File: src/rtl/alu_issue_stage_if.sv
// Bundle of the issue stage's three handshakes: the command input, the
// operand/result link to the combinational ALU, and the result output.
//
// valid/ready rule for both in_* and out_*: a transfer happens on a rising
// clk edge where valid and ready are both 1. The sender keeps valid and its
// payload stable until that edge, and ready never depends on valid.
interface alu_issue_stage_if #(
   parameter int WIDTH = 8
);
   // Command input
   logic             in_valid;
   logic             in_ready;
   logic [WIDTH-1:0] in_a;
   logic [WIDTH-1:0] in_b;
   logic             in_cin;
   logic             in_chain;
   logic [3:0]       in_opcode;
   // ALU link
   logic [WIDTH-1:0] alu_a;
   logic [WIDTH-1:0] alu_b;
   logic             alu_cin;
   logic [3:0]       alu_opcode;
   logic [WIDTH-1:0] alu_result;
   logic             alu_cout;
   // Result output
   logic             out_valid;
   logic             out_ready;
   logic [WIDTH-1:0] out_result;
   logic             out_cout;
   logic             out_zero;
   logic             out_err;

   // The issue stage itself
   modport master (
      input  in_valid, in_a, in_b, in_cin, in_chain, in_opcode,
      output in_ready,
      output alu_a, alu_b, alu_cin, alu_opcode,
      input  alu_result, alu_cout,
      output out_valid, out_result, out_cout, out_zero, out_err,
      input  out_ready
   );

   // Its environment: command producer, ALU and result consumer
   modport slave (
      output in_valid, in_a, in_b, in_cin, in_chain, in_opcode,
      input  in_ready,
      input  alu_a, alu_b, alu_cin, alu_opcode,
      output alu_result, alu_cout,
      input  out_valid, out_result, out_cout, out_zero, out_err,
      output out_ready
   );
endinterface

File: src/rtl/alu_issue_stage.sv
// Issue/capture stage in front of a single-cycle combinational ALU.
// Commands are queued in a small FIFO, issued to registered ALU operands,
// and the ALU outputs are captured one cycle later, sanitised and offered
// on a valid/ready output. An internal carry register links ADD chains.
module alu_issue_stage #(
   parameter int WIDTH      = 8,
   parameter int FIFO_DEPTH = 2
) (
   input  logic                 clk,
   input  logic                 rst,
   alu_issue_stage_if.master    bus,
   output logic [1:0]           o_dbg_state
);

   localparam int PTR_W = (FIFO_DEPTH > 1) ? $clog2(FIFO_DEPTH) : 1;
   localparam int CNT_W = PTR_W + 1;

   localparam logic [3:0] OP_ADD  = 4'b0101;
   localparam logic [3:0] OP_DIV  = 4'b1000;
   localparam logic [3:0] OP_LAST = 4'b1010;

   typedef struct packed {
      logic [WIDTH-1:0] a;
      logic [WIDTH-1:0] b;
      logic             cin;
      logic             chain;
      logic [3:0]       opcode;
   } cmd_t;

   typedef enum logic [1:0] {
      S_IDLE = 2'd0,
      S_EXEC = 2'd1,
      S_DONE = 2'd2
   } state_t;

   cmd_t             r_mem [FIFO_DEPTH];
   logic [PTR_W-1:0] r_wr_ptr;
   logic [PTR_W-1:0] r_rd_ptr;
   logic [CNT_W-1:0] r_count;
   state_t           r_state;
   state_t           w_next;
   logic             r_carry;
   logic             w_full;
   logic             w_empty;
   logic             w_push;
   logic             w_pop;
   logic             w_capture;
   logic             w_release;
   logic             w_err;
   logic             w_is_add;
   cmd_t             w_head;

   // in_ready looks only at the registered full flag, so a pop in the same
   // cycle never opens a slot early and there is no path from out_ready.
   assign w_full       = (r_count == CNT_W'(FIFO_DEPTH));
   assign w_empty      = (r_count == '0);
   assign bus.in_ready = !rst && !w_full;
   assign w_push       = bus.in_valid && bus.in_ready;
   assign w_head       = r_mem[r_rd_ptr];
   assign o_dbg_state  = r_state;

   // Capture-time checks work on the registered ALU operands.
   assign w_is_add = (bus.alu_opcode == OP_ADD);
   assign w_err    = (bus.alu_opcode > OP_LAST) ||
                     ((bus.alu_opcode == OP_DIV) && (bus.alu_b == '0));

   // FSM state register
   always_ff @(posedge clk) begin
      if (rst) r_state <= S_IDLE;
      else     r_state <= w_next;
   end

   // FSM next state and the pop/capture/release strobes
   always_comb begin
      w_next    = r_state;
      w_pop     = 1'b0;
      w_capture = 1'b0;
      w_release = 1'b0;
      case (r_state)
         S_IDLE: begin
            if (!w_empty) begin
               w_pop  = 1'b1;
               w_next = S_EXEC;
            end
         end
         S_EXEC: begin
            w_capture = 1'b1;
            w_next    = S_DONE;
         end
         S_DONE: begin
            if (bus.out_ready) begin
               w_release = 1'b1;
               if (!w_empty) begin
                  w_pop  = 1'b1;
                  w_next = S_EXEC;
               end else begin
                  w_next = S_IDLE;
               end
            end
         end
         default: w_next = S_IDLE;
      endcase
   end

   // Command FIFO storage (no reset needed: occupancy is tracked by r_count)
   always_ff @(posedge clk) begin
      if (w_push) begin
         r_mem[r_wr_ptr] <= '{a: bus.in_a, b: bus.in_b, cin: bus.in_cin,
                              chain: bus.in_chain, opcode: bus.in_opcode};
      end
   end

   // FIFO pointers and occupancy; a push and pop together cancel out
   always_ff @(posedge clk) begin
      if (rst) begin
         r_wr_ptr <= '0;
         r_rd_ptr <= '0;
         r_count  <= '0;
      end else begin
         if (w_push) r_wr_ptr <= r_wr_ptr + 1'b1;
         if (w_pop)  r_rd_ptr <= r_rd_ptr + 1'b1;
         r_count <= r_count + CNT_W'(w_push) - CNT_W'(w_pop);
      end
   end

   // ALU operand registers load only on pop; chained commands take the carry
   always_ff @(posedge clk) begin
      if (rst) begin
         bus.alu_a      <= '0;
         bus.alu_b      <= '0;
         bus.alu_cin    <= 1'b0;
         bus.alu_opcode <= '0;
      end else if (w_pop) begin
         bus.alu_a      <= w_head.a;
         bus.alu_b      <= w_head.b;
         bus.alu_cin    <= w_head.chain ? r_carry : w_head.cin;
         bus.alu_opcode <= w_head.opcode;
      end
   end

   // Result capture and sanitising; only an error-free ADD moves the carry
   always_ff @(posedge clk) begin
      if (rst) begin
         bus.out_valid  <= 1'b0;
         bus.out_result <= '0;
         bus.out_cout   <= 1'b0;
         bus.out_zero   <= 1'b0;
         bus.out_err    <= 1'b0;
         r_carry        <= 1'b0;
      end else if (w_capture) begin
         bus.out_valid <= 1'b1;
         if (w_err) begin
            bus.out_result <= '0;
            bus.out_cout   <= 1'b0;
            bus.out_zero   <= 1'b1;
            bus.out_err    <= 1'b1;
         end else begin
            bus.out_result <= bus.alu_result;
            bus.out_zero   <= (bus.alu_result == '0);
            bus.out_err    <= 1'b0;
            bus.out_cout   <= w_is_add ? bus.alu_cout : 1'b0;
            if (w_is_add) r_carry <= bus.alu_cout;
         end
      end else if (w_release) begin
         bus.out_valid <= 1'b0;
      end
   end

endmodule
File: src/flat_wrapper.sv
// flat-port wrapper written by rule: the top's interface ports become plain ports
module alu_issue_stage_flat 
#(
   parameter int WIDTH      = 8,
   parameter int FIFO_DEPTH = 2
)
  (clk, rst, o_dbg_state, bus_in_valid, bus_in_a, bus_in_b, bus_in_cin, bus_in_chain, bus_in_opcode, bus_in_ready, bus_alu_a, bus_alu_b, bus_alu_cin, bus_alu_opcode, bus_alu_result, bus_alu_cout, bus_out_valid, bus_out_result, bus_out_cout, bus_out_zero, bus_out_err, bus_out_ready);
  alu_issue_stage_if #(.WIDTH(WIDTH)) bus_i ();
  input  logic clk;
  input  logic rst;
  output logic [1:0] o_dbg_state;
  input wire logic [$bits(bus_i.in_valid)-1:0] bus_in_valid;
  input wire logic [$bits(bus_i.in_a)-1:0] bus_in_a;
  input wire logic [$bits(bus_i.in_b)-1:0] bus_in_b;
  input wire logic [$bits(bus_i.in_cin)-1:0] bus_in_cin;
  input wire logic [$bits(bus_i.in_chain)-1:0] bus_in_chain;
  input wire logic [$bits(bus_i.in_opcode)-1:0] bus_in_opcode;
  output wire logic [$bits(bus_i.in_ready)-1:0] bus_in_ready;
  output wire logic [$bits(bus_i.alu_a)-1:0] bus_alu_a;
  output wire logic [$bits(bus_i.alu_b)-1:0] bus_alu_b;
  output wire logic [$bits(bus_i.alu_cin)-1:0] bus_alu_cin;
  output wire logic [$bits(bus_i.alu_opcode)-1:0] bus_alu_opcode;
  input wire logic [$bits(bus_i.alu_result)-1:0] bus_alu_result;
  input wire logic [$bits(bus_i.alu_cout)-1:0] bus_alu_cout;
  output wire logic [$bits(bus_i.out_valid)-1:0] bus_out_valid;
  output wire logic [$bits(bus_i.out_result)-1:0] bus_out_result;
  output wire logic [$bits(bus_i.out_cout)-1:0] bus_out_cout;
  output wire logic [$bits(bus_i.out_zero)-1:0] bus_out_zero;
  output wire logic [$bits(bus_i.out_err)-1:0] bus_out_err;
  input wire logic [$bits(bus_i.out_ready)-1:0] bus_out_ready;
  assign bus_i.in_valid = bus_in_valid;
  assign bus_i.in_a = bus_in_a;
  assign bus_i.in_b = bus_in_b;
  assign bus_i.in_cin = bus_in_cin;
  assign bus_i.in_chain = bus_in_chain;
  assign bus_i.in_opcode = bus_in_opcode;
  assign bus_in_ready = bus_i.in_ready;
  assign bus_alu_a = bus_i.alu_a;
  assign bus_alu_b = bus_i.alu_b;
  assign bus_alu_cin = bus_i.alu_cin;
  assign bus_alu_opcode = bus_i.alu_opcode;
  assign bus_i.alu_result = bus_alu_result;
  assign bus_i.alu_cout = bus_alu_cout;
  assign bus_out_valid = bus_i.out_valid;
  assign bus_out_result = bus_i.out_result;
  assign bus_out_cout = bus_i.out_cout;
  assign bus_out_zero = bus_i.out_zero;
  assign bus_out_err = bus_i.out_err;
  assign bus_i.out_ready = bus_out_ready;
  alu_issue_stage #(.WIDTH(WIDTH), .FIFO_DEPTH(FIFO_DEPTH)) u_core (.clk(clk), .rst(rst), .bus(bus_i), .o_dbg_state(o_dbg_state));
endmodule
File: config.mk
export PLATFORM = sky130hd
export DESIGN_NAME = alu_issue_stage_flat
export DESIGN_NICKNAME = d
export VERILOG_FILES = /design/src/rtl/alu_issue_stage_if.sv /design/src/rtl/alu_issue_stage.sv /design/src/flat_wrapper.sv
export SDC_FILE = /design/constraint.sdc
export NUM_CORES = 1
export LEC_CHECK = 0
export ABC_AREA = 1
export BUFFER_PORTS_ARGS = -buffer_cell sky130_fd_sc_hd__buf_2
export CORE_MARGIN = 2
export CORE_UTILIZATION = 28
export CTS_CLUSTER_DIAMETER = 50
export DETAILED_ROUTE_END_ITERATION = 8
export SETUP_SLACK_MARGIN = 0.2
export SYNTH_ARGS = -nofsm -noshare
export SYNTH_HDL_FRONTEND = slang
export SYNTH_SLANG_ARGS = --single-unit
File: constraint.sdc
create_clock -name clk -period 2.3 [get_ports clk]
set_clock_uncertainty 0.15 [all_clocks]
set_input_delay 0.345 -clock clk [delete_from_list [all_inputs] [get_ports clk]]
set_output_delay 0.345 -clock clk [all_outputs]
set_load 0.01 [all_outputs]
* After elaboration in Yosys (flattened, before gate mapping)
Memory sizes are Yosys's and may differ from the RTL's. A register that Yosys moved wholly into a read port is not among the register bits.
Cells that the tools add are included.
** Word-level totals
- Bits in registers :: 40
- Bits in writable memories :: 44
- Output and inout port bits :: 36
- Logic and storage cells :: 63
- Memories :: 1
** Operators by class
- $add $sub $neg :: 4
- Order comparisons :: 1
- Eq/ne operators :: 7
- Muxes and demuxes :: 22
- Bitwise operators :: 1
- Reduce and logical (&&, ||, !) cells :: 13
** Memories
- u_core.r_mem :: words 2, width 22, read ports 1, clocked after memory_dff 1, write ports 1, line alu_issue_stage.sv:36 : cmd_t r_mem [FIFO_DEPTH];
** Operator list (number)
- 2-to-1 mux 1 bit :: 17
- logical NOT 8 bit :: 2
- 2-to-1 mux 8 bit :: 1
- one-hot mux 2 bit (3 select lines) :: 1
- equality test 2 bit, second input constant :: 2
- equality test 4 x 3 -> 1 bit, second input constant :: 1
- equality test 4 bit, second input constant :: 1
- greater-than comparator 4 bit, second input constant :: 1
- logical NOT 2 bit :: 2
- 2-to-1 mux 2 bit :: 2
- inequality test 2 bit, second input constant :: 2
- logical AND 1 bit :: 3
- AND reduction 3 bit :: 1
- adder 1 bit, second input constant :: 2
- adder 2 x 1 -> 2 bit :: 1
- equality test 2 x 1 -> 1 bit, second input constant :: 1
- logical NOT 1 bit :: 2
- one-hot mux 1 bit (2 select lines) :: 1
- AND reduction 2 bit :: 1
- nonzero test 2 bit :: 1
- subtractor 2 x 1 -> 2 bit :: 1
- logical OR 1 bit :: 1
- NOT 1 bit :: 1

* Depth between registers and ports, before layout
Gate-level depths: netlist (run 1).
- Word-level depth :: 6
- Depth in mapped cells :: 10
- Gate-level depth less buffers :: 9

* Worst setup path before layout (run 1)
OpenSTA, ideal clock, no wires.
- Kind :: register to register
- Start point :: reg u_core.r_count[0]
- End point :: mem u_core.r_mem[1][0] (netlist name), enable pin
- Setup time :: 402 ps
- Arrival time :: 1754 ps
- Required time :: 1748 ps
- Setup slack :: -6 ps
- Cell stages (with the launch flop) :: 5
- Path buffers :: 0
- Cell sequence :: dfxtp_1 > inv_1 > a21oi_1 > nand2_1 > nor2_1
** On the way
- Word-level cells in the longest chain between the ends :: 6
** RTL lines
- start: declaration :: line alu_issue_stage.sv:39 : logic [CNT_W-1:0] r_count;
- start signal: assignment :: line alu_issue_stage.sv:122 : r_count <= r_count + CNT_W'(w_push) - CNT_W'(w_pop);
- equality test 2 bit :: line alu_issue_stage.sv:55 : assign w_full = (r_count == CNT_W'(FIFO_DEPTH));
- logical NOT 1 bit :: line alu_issue_stage.sv:57 : assign bus.in_ready = !rst && !w_full;
- logical AND 1 bit :: line alu_issue_stage.sv:57
- net bus_in_ready :: line flat_wrapper.sv:18 : output wire logic [$bits(bus_i.in_ready)-1:0] bus_in_ready;
- logical AND 1 bit :: line alu_issue_stage.sv:58 : assign w_push = bus.in_valid && bus.in_ready;
- 2-to-1 mux 1 bit :: line alu_issue_stage.sv:107 : if (w_push) begin
- 2-to-1 mux 1 bit (implied by the code) :: line alu_issue_stage.sv:108 : r_mem[r_wr_ptr] <= '{a: bus.in_a, b: bus.in_b, cin: bus.in_cin,
- end: declaration :: line alu_issue_stage.sv:36
The timed path passes the listed nets, and every way through them passes these cells.

* Worst setup path in the final report (run 1)
- Start point :: reg u_core.r_count[1]
- End point :: reg u_core.r_count[1]
** On the way
- Word-level cells in the longest chain between the ends :: 6
- Elaborated cells on any way between the ends :: 10
** RTL lines (line)
- equality test 2 bit :: alu_issue_stage.sv:55
- logical NOT 1 bit :: alu_issue_stage.sv:57
- logical AND 1 bit :: alu_issue_stage.sv:57
- logical AND 1 bit :: alu_issue_stage.sv:58
- adder 2 x 1 -> 2 bit :: alu_issue_stage.sv:122
- subtractor 2 x 1 -> 2 bit * :: alu_issue_stage.sv:122
Mark *: on every way between the ends. The rest lies on a longest branch, timed or not.
A chain may end at the register's enable or synchronous reset.

==> results of run 1 <==
## flip-flops by register name, summed over array words and instances (netlist names), named ones only
signal,cells
u_core.bus.alu_a,8
u_core.bus.out_valid,1
u_core.bus.alu_b,8
u_core.bus.out_err,1
u_core.r_rd_ptr,1
u_core.r_carry,1
u_core.r_count,2
u_core.o_dbg_state,2
u_core.bus.alu_cin,1
u_core.r_wr_ptr,1
u_core.bus.alu_opcode,4
u_core.bus.out_cout,1
u_core.bus.out_result,8
u_core.bus.out_zero,1
u_core.r_mem,44
## report_power, final
part           switching (mW)  total [mW]  internal [mW]
registers               0.206        2.14           1.93
clock network           0.597        1.52          0.921
logic                   0.912        1.46          0.543
## synthesized netlist by cell type (2+ instances only)
cell type	n
dfxtp_1	41
inv_1	16
o21bai_1	19
clkbuf_1	6
ha_1	2
buf_6	2
nand3_1	2
edfxtp_1	44
a21oi_1	17
o21ai_0	2
nand4_1	9
buf_2	6
nor2_1	26
o21a_1	2
nand2_1	72
a31oi_1	20
## per-layer routing
layer  part of all wire (%)  wire (um)  vias up  GRT usage [%]
met2                     48       3200       64           18.4
met4                    1.0         67        0           4.82
met1                     46       3110     1047           14.6
li1                       -          -     1163              -
met3                    5.0        335        5           4.12
met5                      0          0        -              0
## layout make-up
type	instances	share of cell area, %
Multi-Input combinational cell	177	22.3
Sequential cell	85	53.7
Clock inverter	5	1.60
Timing Repair Buffer	77	10.1
Clock buffer	11	6.37
Tap cell	140	4.39
Inverter	16	1.51
## final timing paths
| check | end | slack [ns] | depth (start not counted) | start |
|---|---|---|---|---|
| min reg2reg | u_core.r_rd_ptr | 0.31 | 1 | u_core.r_rd_ptr |
| min | u_core.r_mem[1][11] | 0.04 | 1 | bus_in_b[5] |
| max | u_core.r_count[1] | 0.60 | 7 | u_core.r_count[1] |
| max reg2reg | u_core.r_count[1] | 0.60 | 7 | u_core.r_count[1] |
## logic make-up after synthesis
kind of cell	Yosys count	share of synthesized area, %
AND/OR/NAND/NOR	113	14.7
flip-flops	85	67.7
AO/OA/AOI/OAI	61	12.2
buffers and inverters	30	4.27
adder cells (fa/ha/maj)	2	0.791
XOR/XNOR	1	0.277
## metrics by stage
| stage | std cells | instance area, um2 | setup slack (ns) | total power, mW | util (%) |
|---|---|---|---|---|---|
| after floorplan | 292 | 3170 | 0.344 | 3.13 | - |
| after global placement | 495 | 3670 | 0.517 | 3.63 | 33.6 |
| after detailed placement | 495 | 3670 | 0.474 | 3.67 | 33.6 |
| after CTS | 511 | 3990 | 0.595 | 5.20 | 36.5 |
| after global routing | 511 | 3990 | 0.483 | 5.45 | 36.5 |
| final | 511 | 3990 | 0.601 | 5.11 | 36.5 |
==> results.py, run 1 <==
metrics = {
    "logic_synthesis": {
        "synth_area_um2": 3160,
        "yosysWarnings": 0,
        "synth_ff_type": "edfxtp_1",
        "synth_edf_count": 44,
        "synthTopCellsByArea": "edfxtp_1, dfxtp_1, nand2_1",
        "netlist.area_leader.share_pct": 41.8,
        "synthDistinctLibCells": 22,
        "synth_fp_nets": 329,
        "synth-async-reset-ratio_pct": 0,
        "synth_top_cell_by_area": "edfxtp_1",
        "yosysSeqAreaShare_pct": 67.7,
        "syn_area_per_cell_um2": 10.8,
        "syn_inst": 292,
        "ys_ff_latch": 85,
    },
    "global_routing": {
        "grt_usage_pct": 11.7,
        "grt-ovfl-total": 0,
        "antenna_found_initial": 0,
        "grt_max_degree": 45,
        "grt_pass1_vias": 2093,
        "grt_pass1_wl_mm": 10.5,
    },
    "sta": {
        "worst_pin_slew_ns": 0.426,
        "min_period_ns": 1.70,
        "finalHoldViolCount": 0,
        "slew_viol_final": 0,
        "rsz0062_at_grt": "false",
        "period_share_pct": 73.9,
        "fmax_mhz": 589,
        "fin_tns_setup_ns": 0,
        "holdWs_ns": 0.0445,
        "slew_headroom_pct": 71.6,
        "finalSetupViolations": 0,
    },
    "finish": {
        "layout_commonest_cell": "nand2_1",
        "drive_above_1_share_pct": 26.1,
        "syn_to_final_growth_pct": 26.1,
        "diodes": 0,
        "multiInputGateArea_um2": 890,
        "layout_common_cells": "nand2_1, buf_2, edfxtp_1, dfxtp_1, nor2_1",
        "fin_nets": 403,
        "regArea_um2": 2140,
        "final.fill_count": 1114,
    },
    "place": {
        "port_buffers": 70,
        "gp_congestion": 0.752,
        "hpwl_mm": 4.42,
    },
    "worst_setup_path": {
        "cpMostUsedCell": "ha_1",
        "crit_chain": "nor2_1 > nor2_4 > ha_1 > inv_1 > ha_1 > or2_2 > a21oi_1",
        "path_class": "flop to flop",
        "setup.worst_path.start_class": "flop",
        "arrival_ns": 1.81,
        "worstPathRequired_ns": 2.41,
        "crit_fanout": 3,
        "cp_slowest_cell": "dfxtp_1",
        "path_delay_family": "simple AND/OR/NAND/NOR gates",
        "cp_slowest_stage_delay_ns": 0.33,
        "cp-end-kind": "flop",
        "crit_buf_inv": 1,
    },
    "detailed_routing": {
        "vias": 2279,
        "ant_nets": 0,
        "drt_iter0_markers": 134,
        "drt_first_pass_iters": 4,
        "avgViaCountPerCell": 4.46,
        "avgRoutedWirePerCell_um": 13.1,
        "wirelength_mm": 6.71,
        "drcViolationCount": 0,
    },
    "worst_hold_path": {
        "min_path_type": "input port to flop",
    },
    "clock_network": {
        "clkSinkCount": 85,
        "cts_max_path_buffers": 2,
        "ctsHoldBuffers": 0,
        "post_cts_buffers": 0,
        "cts_tree": "done",
        "numCtsBuffers": 9,
        "clk_latency_ns": 0.34,
        "clk_pin_slew_ns": 0.06,
        "clk_root_buffer_cell": "clkbuf_16",
        "ctsResizeCount": 0,
        "htree_levels": 3,
    },
    "power": {
        "leakagePower_nw": 1.69,
        "ir_drop_mv": 0.553,
        "p_per_area_nw_per_um2": 1280,
    },
    "outcome": {
        "outcome": "completed",
    },
    "die": {
        "dieArea_um2": 12200,
        "die_h_um": 110,
        "io_pins": 71,
        "core_area_um2": 10900,
        "start_util_pct": 28.9,
        "rows": 38,
        "fp.dieW_um": 110,
    },
    "run": {
        "drv_cap": 0,
    },
}
Power figures use the tool's default switching activity.
==> run 2: changes to the inputs <==
==> constraint.sdc (replaced) <==
create_clock -name clk -period 1.7 [get_ports clk]
set_clock_uncertainty 0.15 [all_clocks]
set_input_delay 0.255 -clock clk [delete_from_list [all_inputs] [get_ports clk]]
set_output_delay 0.255 -clock clk [all_outputs]
set_load 0.01 [all_outputs]
==> run 2 against run 1 <==
Against the previous run:
- sequential power increased by 36%
- critical endpoint unchanged
- combinational power increased by 54%
- hold slack improved by 0.016 ns
- highest routed layer unchanged
- sequential share of layout area decreased by 4.2 points
- critical path depth unchanged
- die area unchanged
==> results.py, run 2 (synthesized netlist as in run 1, its figures left out) <==
metrics = {
    "worst_setup_path": {
        "arrival_ns": 1.63,
        "setup.worst_path.start_class": "flop",
        "crit_fanout": 3,
        "cp-end-kind": "flop",
        "worstPathRequired_ns": 1.81,
        "path_class": "flop to flop",
    },
    "sta": {
        "finalHoldViolCount": 0,
        "fmax_mhz": 655,
        "rsz0062_at_grt": "true",
        "finalSetupViolations": 0,
        "fin_tns_setup_ns": 0,
        "worst_pin_slew_ns": 0.399,
        "slew_viol_final": 0,
        "period_share_pct": 89.7,
        "slew_headroom_pct": 73.4,
        "min_period_ns": 1.53,
    },
    "detailed_routing": {
        "ant_nets": 0,
        "vias": 2362,
        "avgRoutedWirePerCell_um": 12.8,
        "wirelength_mm": 6.89,
        "drt_first_pass_iters": 5,
        "drt_iter0_markers": 59,
        "avgViaCountPerCell": 4.37,
        "drcViolationCount": 0,
    },
    "die": {
        "start_util_pct": 28.9,
        "die_h_um": 110,
        "core_area_um2": 10900,
        "rows": 38,
        "io_pins": 71,
        "dieArea_um2": 12200,
        "fp.dieW_um": 110,
    },
    "finish": {
        "largest_reg_flops": 44,
        "final.fill_count": 1078,
        "layout_common_cells": "nand2_1, buf_2, edfxtp_1, dfxtp_1",
        "diodes": 0,
        "drive_above_1_share_pct": 29.8,
        "largest_register": "u_core.r_mem",
        "layout_commonest_cell": "nand2_1",
        "fin_nets": 432,
        "syn_to_final_growth_pct": 37.3,
        "fin_cells": 540,
    },
    "clock_network": {
        "cts_tree": "done",
        "htree_levels": 3,
        "clkSinkCount": 85,
        "clk_pin_slew_ns": 0.06,
        "cts_max_path_buffers": 2,
        "clk_root_buffer_cell": "clkbuf_16",
        "numCtsBuffers": 9,
        "clk_latency_ns": 0.33,
    },
    "place": {
        "hpwl_mm": 4.63,
        "placedCellCount": 499,
        "gp_congestion": 0.709,
        "port_buffers": 70,
    },
    "power": {
        "ir_drop_mv": 0.655,
        "p_per_area_nw_per_um2": 1610,
        "leakagePower_nw": 1.81,
    },
    "global_routing": {
        "grt_max_degree": 45,
        "grt_usage_pct": 11.7,
        "grt-ovfl-total": 0,
        "grt_pass1_vias": 2105,
        "grt_pass1_wl_mm": 10.4,
        "antenna_found_initial": 0,
    },
    "run": {
        "drv_cap": 0,
    },
    "worst_hold_path": {
        "min_path_type": "input port to flop",
    },
    "outcome": {
        "outcome": "completed",
    },
}
[run 2: report_power, final]
part / total [mW] / internal [mW] / switching (mW) / leakage, nW
Combinational: 2.25 / 0.940 / 1.31 / 0.936
Clock: 1.80 / 0.996 / 0.803 / 0.135
Sequential: 2.92 / 2.62 / 0.300 / 0.742
[run 2: critical path, cell delays in order (launching register included)]
cell and delay [ns]:
dfxtp_4 0.36, nor2_4 0.11, nor2_4 0.06, ha_4 0.26
inv_2 0.03, ha_4 0.14, or2_4 0.22, a21oi_2 0.12
[run 2: cell type report]
class | instances | area (um2) | area share [%]
Sequential cell | 85 | 2150 | 49.5
Multi-Input combinational cell | 177 | 960 | 22.1
Timing Repair Buffer | 106 | 722 | 16.6
Clock buffer | 9 | 225 | 5.19
Tap cell | 140 | 175 | 4.03
Inverter | 16 | 60.1 | 1.38
Clock inverter | 7 | 50.0 | 1.15
[run 2: stage by stage]
step	instance area [um2]	power (mW)	util [%]	worst slack, ns	hold WS [ns]
after detailed placement	3790	5.13	34.7	0.00882	0.296
final	4340	6.97	39.7	0.174	0.0606
after global placement	3790	5.08	34.7	0.0193	0.291
after global routing	4340	7.47	39.7	0.122	0.0643
after CTS	4320	7.04	39.5	0.157	0.0421
after floorplan	3240	4.37	-	0.0393	0.204
[run 2: final timing paths]
path	to	cells past startpoint	slack, ns	from
setup / recovery	u_core.r_count[1]	7	0.17	u_core.r_count[1]
setup reg to reg	u_core.r_count[1]	7	0.17	u_core.r_count[1]
hold / removal	u_core.bus.out_result[1]	3	0.06	bus_alu_result[1]
hold reg to reg	u_core.r_rd_ptr	1	0.31	u_core.r_rd_ptr
[run 2: timing repair]
item,in CTS,in global routing
hold buffers,23,0
endpoints found under the setup margin,19,32
pin swaps,3,3
setup buffers,1,1
hold endpoints to repair,45,0
gates resized for setup,5,5
[run 2: layer usage]
layer  GRT usage, %  part of all wire (%)  wire (um)  up-vias
met5              0                     0          0        -
met3           4.47                   6.4        442        9
met4           4.29                   1.5        100        0
li1               -                     -          -     1217
met2           19.5                    49       3360       55
met1           13.7                    43       2990     1081
